### src/rtl/jtdsp16_sio_rx.sv
// DSP16 serial-output receiver: rebuilds 16-bit words from OutCLK/data/address/OutLoad
// and steers them to left/right channel registers by address bit 0.
module jtdsp16_sio_rx (
  input  logic        clk,
  input  logic        rst,
  input  logic        ock,
  input  logic        sio_do,
  input  logic        sadd,
  input  logic        old,
  output logic [15:0] left,
  output logic [15:0] right,
  output logic [7:0]  addr,
  output logic        l_stb,
  output logic        r_stb,
  output logic        pair_stb,
  output logic        err
);

  logic        last_ock_q, old_q;
  logic [3:0]  bitcnt_q, bitcnt_d;
  logic [15:0] dsr_q, dsr_d;
  logic [7:0]  asr_q, asr_d;
  logic [15:0] left_q, left_d, right_q, right_d;
  logic [7:0]  addr_q, addr_d;
  logic        l_stb_q, l_stb_d, r_stb_q, r_stb_d;
  logic        pair_stb_q, pair_stb_d, err_q, err_d;
  logic        lf_q, lf_d, rf_q, rf_d;

  logic        ock_rise, capture, abort, lf_nxt, rf_nxt;
  logic [15:0] word;

  always_comb begin
    ock_rise = ock & ~last_ock_q;
    capture  = ock_rise & ~old;
    // A completing capture leaves bitcnt at 0, so it always wins over an abort
    abort    = old & ~old_q & (bitcnt_q != 4'd0) & ~capture;
    word     = {dsr_q[14:0], sio_do};

    bitcnt_d   = bitcnt_q;
    dsr_d      = dsr_q;
    asr_d      = asr_q;
    left_d     = left_q;
    right_d    = right_q;
    addr_d     = addr_q;
    l_stb_d    = 1'b0;
    r_stb_d    = 1'b0;
    pair_stb_d = 1'b0;
    err_d      = 1'b0;

    if (capture) begin
      dsr_d    = word;
      bitcnt_d = bitcnt_q + 4'd1;
      if (bitcnt_q < 4'd8) asr_d = {asr_q[6:0], sadd};
      if (bitcnt_q == 4'd15) begin
        addr_d = asr_q;
        if (asr_q[0]) begin
          right_d = word;
          r_stb_d = 1'b1;
        end else begin
          left_d  = word;
          l_stb_d = 1'b1;
        end
      end
    end else if (abort) begin
      bitcnt_d = 4'd0;
      dsr_d    = 16'd0;
      asr_d    = 8'd0;
      err_d    = 1'b1;
    end

    lf_nxt = lf_q | l_stb_q;
    rf_nxt = rf_q | r_stb_q;
    if (lf_nxt && rf_nxt) begin
      pair_stb_d = 1'b1;
      lf_d       = 1'b0;
      rf_d       = 1'b0;
    end else begin
      lf_d = lf_nxt;
      rf_d = rf_nxt;
    end
  end

  always_ff @(posedge clk or posedge rst) begin
    if (rst) begin
      last_ock_q <= 1'b0;
      old_q      <= 1'b1;
      bitcnt_q   <= 4'd0;
      dsr_q      <= 16'd0;
      asr_q      <= 8'd0;
      left_q     <= 16'd0;
      right_q    <= 16'd0;
      addr_q     <= 8'd0;
      l_stb_q    <= 1'b0;
      r_stb_q    <= 1'b0;
      pair_stb_q <= 1'b0;
      err_q      <= 1'b0;
      lf_q       <= 1'b0;
      rf_q       <= 1'b0;
    end else begin
      last_ock_q <= ock;
      old_q      <= old;
      bitcnt_q   <= bitcnt_d;
      dsr_q      <= dsr_d;
      asr_q      <= asr_d;
      left_q     <= left_d;
      right_q    <= right_d;
      addr_q     <= addr_d;
      l_stb_q    <= l_stb_d;
      r_stb_q    <= r_stb_d;
      pair_stb_q <= pair_stb_d;
      err_q      <= err_d;
      lf_q       <= lf_d;
      rf_q       <= rf_d;
    end
  end

  assign left     = left_q;
  assign right    = right_q;
  assign addr     = addr_q;
  assign l_stb    = l_stb_q;
  assign r_stb    = r_stb_q;
  assign pair_stb = pair_stb_q;
  assign err      = err_q;

endmodule

### config.mk
export PLATFORM = sky130hd
export DESIGN_NAME = jtdsp16_sio_rx
export DESIGN_NICKNAME = d
export VERILOG_FILES = /design/src/rtl/jtdsp16_sio_rx.sv
export SDC_FILE = /design/constraint.sdc
export NUM_CORES = 1
export LEC_CHECK = 0
export ABC_AREA = 0
export BUFFER_PORTS_ARGS = -buffer_cell sky130_fd_sc_hd__buf_2
export CORE_MARGIN = 2
export CORE_UTILIZATION = 45
export DETAILED_ROUTE_END_ITERATION = 10
export PLACE_DENSITY = 0.67
export SLEW_MARGIN = 0
export SYNTH_ARGS = -nofsm -noshare
export SYNTH_HDL_FRONTEND = slang
export SYNTH_SLANG_ARGS = --single-unit
### constraint.sdc
create_clock -name clk -period 3.2 [get_ports clk]
set_clock_uncertainty 0.1 [all_clocks]
set_input_delay 0.48 -clock clk [delete_from_list [all_inputs] [get_ports clk]]
set_output_delay 0.48 -clock clk [all_outputs]
set_load 0.005 [all_outputs]
# Word level (Yosys, flattened, before mapping)
# Index checks and enable logic that the tools add are counted.
[word_totals]
ff_bits = 75
input_bits = 6
output_inout_bits = 44
word_cells = 55
[op_classes]
add_sub_neg = 1
magnitude_cmp = 1
eq_ne = 2
mux = 18
bitwise = 12
reduce_logical = 7
[ops]
columns = ["operator", "count"]
rows = [
  ["15-bit two-way mux", 2],
  ["8-bit two-way mux", 3],
  ["1-bit two-way mux", 11],
  ["4-bit two-way mux", 2],
  ["3-bit AND reduction", 2],
  ["1-bit AND", 5],
  ["1-bit inverter", 5],
  ["4-bit by 1-bit adder with 4-bit output (second input constant)", 1],
  ["4-bit == test (second input constant)", 1],
  ["4-bit < comparator (second input constant)", 1],
  ["2-bit AND reduction", 2],
  ["4-bit nonzero test", 1],
  ["2-bit by 1-bit inequality test with 1-bit output (second input constant)", 1],
  ["1-bit bitwise OR", 2],
  ["2-bit nonzero test", 1],
  ["1-bit logical AND", 1],
]

# Longest topological paths before layout
[depth]
ltp_word = 7
depth_mapped = 6
depth_no_buf = 4

# Worst setup path before layout
# OpenSTA, ideal clock, no wires.
[synth_timing]
path_kind = "in2reg"
startpoint = "input old"
endpoint = "register left_q[0] (netlist: left[0])"
setup_ns = 0.125
t_arrival_ns = 1.790
required_time_ns = 2.975
slack_ns = 1.185
stages = 5
path_buffers = 2
cell_sequence = "or3b_1 buf_6 nor3_4 buf_12 mux2_4"
[synth_via]
elab_chain_cells = 3
[synth_lines]
columns = ["item", "line", "text"]
rows = [
  ["start, declared", "9", "input logic old,"],
  ["1-bit inverter", "34", "capture = ock_rise & ~old;"],
  ["1-bit AND", "34", ""],
  ["3-bit AND reduction (no line)", "--", ""],
  ["end signal, assigned", "105", "left_q <= left_d;"],
  ["end, declared", "23", "logic [15:0] left_q, left_d, right_q, right_d;"],
]
# No other way between the ends.
# A chain may end at the register's enable or synchronous reset.

# Worst setup path after layout
[layout_timing]
startpoint = "register last_ock_q"
endpoint = "register left_q[12] (netlist: left[12])"
[layout_via]
elab_chain_cells = 4
[layout_lines]
columns = ["item", "line", "text"]
rows = [
  ["start, declared", "19", "logic last_ock_q, old_q;"],
  ["start signal, assigned", "100", "last_ock_q <= ock;"],
  ["1-bit inverter", "33", "ock_rise = ock & ~last_ock_q;"],
  ["1-bit AND", "33", ""],
  ["1-bit AND", "34", ""],
  ["3-bit AND reduction (no line)", "--", ""],
]
# No other way between the ends.

==> out/qor.csv <==
metric;value;unit
cts_tree;yes;
antenna_left;0;
seqPwrFrac;0.566;
crit_fanout;22;
path_class;reg -> reg;
fillers;554;
hpwl;3490;microns
clock_power_share;0.367;
syn_area_per_cell;13.3;sq um
switching_share;0.241;
numCtsBuffers;9;
antenna_found_initial;0;
initial_core_util;0.463;
die-area;0.00716;sq mm
die-width;84.6;microns
cpPeakStageDelay;0.72;ns
cts_setup_buffers;0;
synth_seq_cells;75;
drc;0;
cts-root-buf;clkbuf_8;
dp_cells;342;
drtPass1Iterations;4;
grt_max_degree;31;
antenna_cells;0;
status;finished clean;
p_int;1.39;mW
postSynthCellCount;220;
worst-slew-pin-transition;0.820;ns
irDropWorstVdd;0.329;mV
area.sequential;0.00188;sq mm
hold_viol_final;0;
grt_usage;0.163;
grt_pass1_vias;1856;
synth_area_leaders;dfrtp_1 (63%), mux2_2 (12%), nand2_1 (5.6%);
io_pins;50;
cts_sinks;75;
core;0.00631;sq mm
clk_latency;0.34;ns
fmax;440;MHz
finalCritPeriodShare;0.710;
synth_top_area_frac;0.633;
clock_path_buffers;2;
num_vias;1795;
die_y;84.6;microns
min_period;2.27;ns
timing.setup.tns;0;ns
hold_buffers;0;
multi_input_area;975;sq um
grt_pass1_wl;8990;microns
grt.overflow.total;0;
worstPathRequired;3.32;ns
core.rowCount;29;
cp-start-kind;flop;
ys_seq_area_frac;0.642;
syn_area;0.00292;sq mm
num-nets-final;284;
worst_path_max_delay_cell;or3b_1;
final-setup-viol-count;0;
max_slew_margin;0.454;
p_per_area;534;mW/mm^2
wl_per_cell;14.7;microns
rsz0062_at_grt;no;
cap_violations;0;
ys_warn_count;0;
io_buffers;49;
via_per_inst;5.03;
ctsResizeCount;0;
crit_arrival;2.40;ns
hold_path_class;in -> async;
synth_nets;228;
layout.cells.non_filler;357;
yosys.area.top_type;dfrtp_1;
wl;5240;microns
drv_slew;0;
worstSetupEndpointType;flop;
ys_types;25;
p_leak;1.78;nW
drive_gt1_frac;0.411;
htree_num_levels;3;
gp_congestion;0.766;
worstPathCellList;or3b_1, nor3_4, buf_4, mux2_2;
path_clk_slew;0.07;ns
p_sw;0.440;mW
drt_iter0_drc;101;
power_frac_comb;0.067;
area.growth.synth_to_final;17.2;%
[cell families (layout without fill, tap and decap cells)]
kind of cell,count (synthesis),count (layout),synth area share
adder cells (fa/ha/maj),2,2,0.00856
multiplexers,41,41,0.169
buffers and inverters,13,73,0.0274
flip-flops,75,75,0.642
AO/OA/AOI/OAI,28,28,0.0591
AND/OR/NAND/NOR,61,61,0.0941
[layout make-up]
type                            instances  area share
Multi-Input combinational cell        132       0.285
Clock inverter                          3      0.0117
Sequential cell                        75       0.548
Clock buffer                           12      0.0394
Inverter                                3     0.00329
Timing Repair Buffer                   55      0.0847
Tap cell                               77      0.0281
[final timing paths]
kind | from | end | slack (ns) | cells after the start
hold reg to reg | rf_q | lf_q | 0.33 | 1
setup reg to reg | last_ock_q | left[12] | 0.93 | 4
hold / removal | rst | right[10] | 0.06 | 2
max in group asynchronous | rst | left[4] | 2.18 | 3
setup / recovery | last_ock_q | left[12] | 0.93 | 4
min in group clk | ock | last_ock_q | 0.18 | 1
[cell usage in the layout (no fill, tap or decap), types with 2 or more instances in the layout]
cell	Yosys	layout
clkbuf_8	0	9
nand2_1	44	44
buf_4	0	6
mux2i_1	2	2
clkinv_2	0	2
nand4_1	2	2
inv_1	3	2
nor2_1	4	4
dfrtp_1	74	74
nor2_2	3	3
o21ai_0	18	18
o2bb2ai_1	8	8
buf_2	0	49
clkbuf_1	7	3
ha_1	2	2
nor3_1	2	2
mux2_2	30	30
mux2_4	9	9
[stage by stage]
| stage | worst slack, ns | hold slack (ns) | area [sq um] | total power [mW] | utilization |
|---|---|---|---|---|---|
| after floorplan | 0.712 | 0.309 | 2920 | 1.13 | - |
| after global placement | 0.738 | 0.312 | 3250 | 1.17 | 0.515 |
| after detailed placement | 0.705 | 0.327 | 3250 | 1.18 | 0.515 |
| after CTS | 0.910 | 0.0565 | 3430 | 1.85 | 0.543 |
| after global routing | 0.829 | 0.0860 | 3430 | 1.92 | 0.543 |
| final | 0.929 | 0.0562 | 3430 | 1.83 | 0.543 |
[sequential cells by signal, indices dropped and copies added, names as in the netlist, 4 cells and up]
| name | cells |
|---|---|
| left | 16 |
| asr_q | 8 |
| addr | 8 |
| right | 16 |
| dsr_q | 15 |
| bitcnt_q | 4 |
[worst max-delay path, delay by kind of cell (launching register included)]
kind | cells | cell delay [ns]
buffers and inverters | 1 | 0.31
DFF | 1 | 0.39
muxes | 1 | 0.38
and+or+nand+nor | 2 | 0.98
[Yosys cell counts]
master     instances
dfstp_2            1
nor2_2             3
nor3b_1            1
a21oi_1            1
mux2_2            30
nor3_1             2
o21ai_0           18
or4b_2             1
inv_1              3
nand4_1            2
or3b_1             1
nand2_1           44
mux2i_1            2
nand2b_1           1
mux2_4             9
dfrtp_1           74
nor2_1             4
o31ai_1            1
clkbuf_1           7
buf_12             1
ha_1               2
nand3_1            1
o2bb2ai_1          8
nor3_4             1
buf_6              2
[per-layer routing]
layer | part of all wire | wire length (microns) | GRT usage | up-vias
li1 | - | - | - | 868
met1 | 0.46 | 2410 | 0.216 | 881
met2 | 0.48 | 2520 | 0.250 | 37
met3 | 0.039 | 204 | 0.0433 | 9
met4 | 0.020 | 107 | 0.0808 | 0
met5 | 0 | 0 | 0 | -
[power by group through the flow]
stage / registers (mW) / clock network (mW) / logic [mW]
floorplan: 1.04 / 0 / 0.0876
global placement: 1.05 / 0 / 0.123
detailed placement: 1.05 / 0 / 0.126
CTS: 1.03 / 0.691 / 0.126
global route: 1.04 / 0.731 / 0.145
finish: 1.03 / 0.672 / 0.123
Power figures use the tool's default switching activity.
